**src/rtl/serial_subtractor.sv**
```systemverilog
// Bit-serial unsigned subtractor: one full-subtractor cell plus a borrow flop,
// LSB first, with a start/done handshake and registered {bout, diff}.
module serial_subtractor #(
  parameter int unsigned WIDTH = 4
) (
  input  logic             clk,
  input  logic             rst_n,
  input  logic             start,
  input  logic [WIDTH-1:0] a,
  input  logic [WIDTH-1:0] b,
  input  logic             bin,
  output logic             busy,
  output logic             done,
  output logic [WIDTH-1:0] diff,
  output logic             bout
);

  localparam int unsigned CW = (WIDTH > 1) ? $clog2(WIDTH) : 1;
  localparam logic [CW-1:0] LAST = CW'(WIDTH - 1);

  typedef enum logic [1:0] {
    IDLE  = 2'd0,
    SHIFT = 2'd1,
    DONE  = 2'd2
  } state_e;

  state_e           state_q, state_d;
  logic [WIDTH-1:0] a_sr_q, a_sr_d;
  logic [WIDTH-1:0] b_sr_q, b_sr_d;
  logic [WIDTH-1:0] res_sr_q, res_sr_d;
  logic [WIDTH-1:0] diff_q, diff_d;
  logic [CW-1:0]    cnt_q, cnt_d;
  logic             br_q, br_d;
  logic             bout_q, bout_d;
  logic             busy_q, busy_d;
  logic             done_q, done_d;

  // Full-subtractor cell on the current LSBs
  logic cell_x, cell_y, cell_d, cell_br;
  assign cell_x  = a_sr_q[0];
  assign cell_y  = b_sr_q[0];
  assign cell_d  = cell_x ^ cell_y ^ br_q;
  assign cell_br = (~cell_x & cell_y) | (~(cell_x ^ cell_y) & br_q);

  // Next-state and datapath control
  always_comb begin
    state_d  = state_q;
    a_sr_d   = a_sr_q;
    b_sr_d   = b_sr_q;
    res_sr_d = res_sr_q;
    diff_d   = diff_q;
    cnt_d    = cnt_q;
    br_d     = br_q;
    bout_d   = bout_q;

    unique case (state_q)
      IDLE: begin
        if (start) begin
          a_sr_d   = a;
          b_sr_d   = b;
          br_d     = bin;
          cnt_d    = '0;
          res_sr_d = '0;
          state_d  = SHIFT;
        end
      end
      SHIFT: begin
        res_sr_d = {cell_d, res_sr_q[WIDTH-1:1]};
        a_sr_d   = a_sr_q >> 1;
        b_sr_d   = b_sr_q >> 1;
        br_d     = cell_br;
        cnt_d    = cnt_q + CW'(1);
        if (cnt_q == LAST) begin
          diff_d  = {cell_d, res_sr_q[WIDTH-1:1]};
          bout_d  = cell_br;
          state_d = DONE;
        end
      end
      DONE: begin
        state_d = IDLE;
      end
      default: begin
        state_d = IDLE;
      end
    endcase

    busy_d = (state_d == SHIFT);
    done_d = (state_d == DONE);
  end

  // Registers
  always_ff @(posedge clk or negedge rst_n) begin
    if (!rst_n) begin
      state_q  <= IDLE;
      a_sr_q   <= '0;
      b_sr_q   <= '0;
      res_sr_q <= '0;
      diff_q   <= '0;
      cnt_q    <= '0;
      br_q     <= 1'b0;
      bout_q   <= 1'b0;
      busy_q   <= 1'b0;
      done_q   <= 1'b0;
    end else begin
      state_q  <= state_d;
      a_sr_q   <= a_sr_d;
      b_sr_q   <= b_sr_d;
      res_sr_q <= res_sr_d;
      diff_q   <= diff_d;
      cnt_q    <= cnt_d;
      br_q     <= br_d;
      bout_q   <= bout_d;
      busy_q   <= busy_d;
      done_q   <= done_d;
    end
  end

  assign busy = busy_q;
  assign done = done_q;
  assign diff = diff_q;
  assign bout = bout_q;

endmodule
```
**config.mk**
```make
export PLATFORM = sky130hd
export DESIGN_NAME = serial_subtractor
export DESIGN_NICKNAME = d
export VERILOG_FILES = /design/src/rtl/serial_subtractor.sv
export SDC_FILE = /design/constraint.sdc
export NUM_CORES = 1
export LEC_CHECK = 0
export ABC_AREA = 0
export BUFFER_PORTS_ARGS = -buffer_cell sky130_fd_sc_hd__buf_2
export CORE_UTILIZATION = 38
export DETAILED_ROUTE_END_ITERATION = 16
export GPL_TIMING_DRIVEN = 0
export PLACE_DENSITY = 0.6
export SYNTH_ARGS = -nofsm -noshare
export SYNTH_HDL_FRONTEND = slang
export SYNTH_SLANG_ARGS = --single-unit
```
**constraint.sdc**
```tcl
create_clock -name clk -period 2 [get_ports clk]
set_clock_uncertainty 0.1 [all_clocks]
set_input_delay 0.2 -clock clk [delete_from_list [all_inputs] [get_ports clk]]
set_output_delay 0.2 -clock clk [all_outputs]
set_load 0.05 [all_outputs]
```
; ---- Yosys cells after proc, flatten, opt, wreduce, memory -nomap -nowiden
; Cells that the tools add are included.
[totals]
reg_bits = 24
in_bits = 12
out_inout_bits = 7
elab_cells = 40
[classes]
n_addsub = 1
eq_ne = 5
n_mux = 13
bitwise = 7
n_reduce_logical = 4
[ops]
columns = cell, n
row1 = one-hot mux 4 bit (2 select lines), 3
row2 = two-way mux 4 bit, 3
row3 = one-hot mux 2 bit (2 select lines), 2
row4 = two-way mux 2 bit, 3
row5 = "== test 2 x 1 -> 1 bit, second input constant", 2
row6 = "== test 2 bit, second input constant", 2
row7 = AND reduction 2 bit, 2
row8 = "adder 2 x 1 -> 2 bit, second input constant", 1
row9 = AND 1 bit, 2
row10 = zero test 2 bit, 1
row11 = "inequality test 2 bit, second input constant", 1
row12 = NOT 1 bit, 2
row13 = one-hot mux 1 bit (2 select lines), 1
row14 = nonzero test 2 bit, 1
row15 = bitwise XOR 1 bit, 2
row16 = two-way mux 1 bit, 1
row17 = OR 1 bit, 1

; ---- Longest topological paths before layout
[depth]
depth_word = 5
depth_mapped = 4
ltp_nobuf = 3

; ---- Least setup slack after synthesis
; No wires, ideal clock.
[synth_timing]
path_type = register to register
startpoint = reg a_sr_q[0]
endpoint = reg diff_q[3], in the netlist diff[3]
setup_ns = 0.125
arrival_time_ns = 1.115
required_ns = 1.775
setup_slack_ns = 0.660
stages_incl_launch_ff = 3
period_less_slack_ns = 1.340
path_cell_list = dfrtp_1 -> fa_1 -> mux2_2
[synth_between]
elab_chain_len = 2
[synth_rtl]
columns = element, line
row1 = from (decl), 28  ; logic [WIDTH-1:0] a_sr_q, a_sr_d;
row2 = from (signal assigned), 106  ; a_sr_q <= a_sr_d;
row3 = bitwise XOR 1 bit (2 in series), 42  ; assign cell_d = cell_x ^ cell_y ^ br_q;
row4 = via cell_d, 39  ; logic cell_x, cell_y, cell_d, cell_br;
row5 = to (signal assigned), 109  ; diff_q <= diff_d;
row6 = to (decl), 31  ; logic [WIDTH-1:0] diff_q, diff_d;
; The timed path passes the listed nets, and every way through them passes these cells.
; A chain may end at the register's enable or synchronous reset.

; ---- Worst setup path after layout
[layout_timing]
startpoint = reg a_sr_q[0]
endpoint = reg br_q
[layout_between]
elab_chain_len = 5
[layout_rtl]
columns = element, line
row1 = bitwise XOR 1 bit, 43  ; assign cell_br = (~cell_x & cell_y) | (~(cell_x ^ cell_y) & br_q);
row2 = NOT 1 bit, 43
row3 = AND 1 bit, 43
row4 = OR 1 bit (*), 43
row5 = one-hot mux 1 bit (2 select lines) (*), 56  ; unique case (state_q)
row6 = to (signal assigned), 111  ; br_q <= br_d;
row7 = to (decl), 33  ; logic br_q, br_d;
; Every way passes the cells marked *; elsewhere a longest branch is shown, timed or not.

==> key figures <==
Clocking
  – CTS tree: yes
  – H-Tree Depth: 1
  – Clock Path Buffers: 2
  – Skew-Pair Late Insertion Delay: around 0.3 ns
  – CTS root buffer: clkbuf_4
  – Hold_buf cts: 1
  – Post_cts resized: 0
  – Clk sink count: 23
  – Post-CTS Setup Bufs: 0
  – Clk slew on worst S/H paths: between 0.1 and 0.15 ns
  – Num CTS Buffers: 3

Run
  – Max Cap Viol: 0

Pwr
  – Clk network pwr share: about a tenth
  – Internal power: between 1 and 1.5 mW
  – Switching power: a little over 0.8 mW
  – VDD IR max: 0.000884 V
  – P_leak: between 0.6 and 0.7 nW
  – Seq pwr share: 38.6%
  – Power Density: 1740 nW/um2
  – Sw Ratio: between 40 and 50%
  – Comb power frac: roughly half

Die
  – Chip width: approximately 53 um
  – # rows: 18
  – # IOs: 19
  – Initial Utilization: 39.9%
  – Die area: about 2800 um2
  – Die H: 53.0 um
  – Core ar.: 2480 um2

Timing
  – Hold Slack: between 0.08 and 0.09 ns
  – RSZ-0062 raised after global routing: no
  – Least-Margin Pin Slew: between 0.5 and 0.6 ns
  – Hold Vio Cnt, Final: 0
  – Endpoints failing setup: 0
  – Period utilization: 71.5%
  – Final min period: 1.43 ns
  – Rel. slew slack: roughly 66%
  – Highest clock rate: ~700 MHz
  – Number of max-slew violations in the final report: 0
  – Total negative slack: 0 ns

Route
  – WL/cell: between 10 and 15 um
  – Drt total wl: around 1700 um
  – Via count: between 600 and 700
  – DR pass1 iterations: 5
  – Drt initial violations: 19
  – ANT nets after route: 0
  – # DRC: 0
  – Vias/cell: approximately 5

Setup path
  – WP data arrival: roughly 1.5 ns
  – Worst setup SP type: flip-flop
  – CP Data Required Time: 2.09 ns
  – R2r endpoint: br_q
  – Crit Path Class: flip-flop to flip-flop
  – R2R setup slack: about 0.57 ns
  – Reg2reg start: a_sr_q[0]
  – Worst Path Max Fanout: 2
  – CP Capture Type: flip-flop
  – Critical Path Source: a_sr_q[0]
  – FF-to-FF path depth: 2
  – Critical Path End: br_q

Synthesis
  – Top post-synthesis cells by area: dfrtp_1 58%, a222oi_1 7.1%, mux2_2 5.7%
  – Synth warnings: 0
  – Post-Syn Instances: 79
  – Synth cell types: 19
  – Cell type with the largest total area after synthesis: dfrtp_1
  – Synthesized area: between 900 and 1000 um2
  – Sequential area share after synthesis: ~58%
  – #FFs+latches synth: 23
  – Share of the synthesized area in the top cell type: about three fifths
  – Mean Syn Cell Area: roughly 13 um2
  – Syn_nets: a little over 90

Global route
  – GRT Util Overall: approximately 15%
  – Largest net degree at the start of global routing: 24
  – Global-route wire length before repair: 2860 um
  – Total congestion overflow: 0
  – Vias in the first global route: 632
  – Initial antenna violation count: 0

Place
  – GPL Wtd Cong: 0.735
  – Number of port buffers: 18
  – Hpwl dp: around 1200 um

Outcome
  – Status: finished clean

Cells and area
  – Final #Nets: between 100 and 150
  – P&R area growth vs syn: 16.7%
  – Ant diodes: 0
  – Share of cells above drive strength 1: a little over a third

Hold path
  – Worst min-delay path class: primary input to flip-flop
## synthesized netlist by cell type
cell / number
a22o_1: 4
a222oi_1: 7
buf_2: 2
o221ai_1: 2
mux2_2: 5
nand3b_4: 1
buf_6: 2
nor2b_4: 1
mux2i_1: 1
fa_1: 1
inv_1: 12
ha_1: 1
dfrtp_1: 23
nor2_1: 7
nand2_1: 4
nor2b_1: 1
or2_2: 2
a21oi_1: 2
o21bai_2: 1
## power groups by stage
stage	Clock, mW	Sequential (mW)	Combinational, mW
global placement	0	0.777	1.01
floorplan	0	0.986	0.605
CTS	0.216	0.773	1.03
detailed placement	0	0.782	1.03
finish	0.206	0.774	1.03
global route	0.241	0.802	1.11
## worst min path at each step
stage,from,slack (ns),end,depth (start not counted)
final,a[1],0.09,a_sr_q[1],3
after global routing,b[3],0.08,b_sr_q[3],3
after CTS,b[3],0.08,b_sr_q[3],3
after detailed placement,rst_n,0.11,done,1
after global placement,rst_n,0.10,done,1
after floorplan,rst_n,-0.20,a_sr_q[0],0
## registers in the layout, summed over array words and instances (netlist names)
name      flops
br_q          1
busy          1
a_sr_q        4
cnt_q         2
done          1
b_sr_q        4
res_sr_q      3
bout          1
diff          4
state_q       2
## per-layer routing
metal | up-vias | track usage (%) | part of all wire [%]
met1 | 309 | 20.5 | 50
met3 | 2 | 2.59 | 3.1
met4 | 0 | 7.89 | 0.59
met2 | 11 | 21.1 | 46
met5 | - | 0 | 0
li1 | 320 | - | -
## layout make-up
| cell class | count | area [um2] |
|---|---|---|
| Tap cell | 30 | 37.5 |
| Multi-Input combinational cell | 40 | 337 |
| Sequential cell | 23 | 576 |
| Buffer | 4 | 32.5 |
| Fill cell | 235 | 1320 |
| Inverter | 12 | 45.0 |
| Clock inverter | 1 | 5.00 |
| Clock buffer | 3 | 22.5 |
| Timing Repair Buffer | 19 | 100 |
## critical path: stages (launching register included)
cell and delay [ns]:
dfrtp_1 0.42, fa_1 0.46, a222oi_1 0.35
## layout by cell type (no fill, tap or decap)
cell,count
dfrtp_1,23
buf_2,20
inv_1,12
nor2_1,7
a222oi_1,7
mux2_2,5
a22o_1,4
nand2_1,4
clkbuf_4,3
buf_6,2
a21oi_1,2
or2_2,2
o221ai_1,2
nand3b_4,1
o21bai_2,1
mux2i_1,1
nor2b_4,1
nor2b_1,1
fa_1,1
ha_1,1
clkinv_2,1
dlygate4sd3_1,1
## metrics by stage
stage	cells	util [%]	power (mW)	worst slack, ns	area (um2)
final	132	46.6	2.01	0.569	1150
after global routing	132	46.6	2.16	0.506	1150
after CTS	132	46.6	2.02	0.567	1150
after detailed placement	127	45.1	1.81	0.598	1120
after global placement	127	45.1	1.79	0.613	1120
after floorplan	79	-	1.59	0.660	990
## kinds of logic (layout without fill, tap and decap cells)
family / Yosys count / after routing / synth area share, %
DFF: 23 / 23 / 58.2
AOI/OAI and AO/OA: 16 / 16 / 14.5
muxes: 6 / 6 / 6.70
buffers and inverters: 16 / 39 / 7.84
and+or+nand+nor: 16 / 16 / 9.48
adders and majority gates: 2 / 2 / 3.29
No activity file was read; power rests on OpenSTA's default activity.
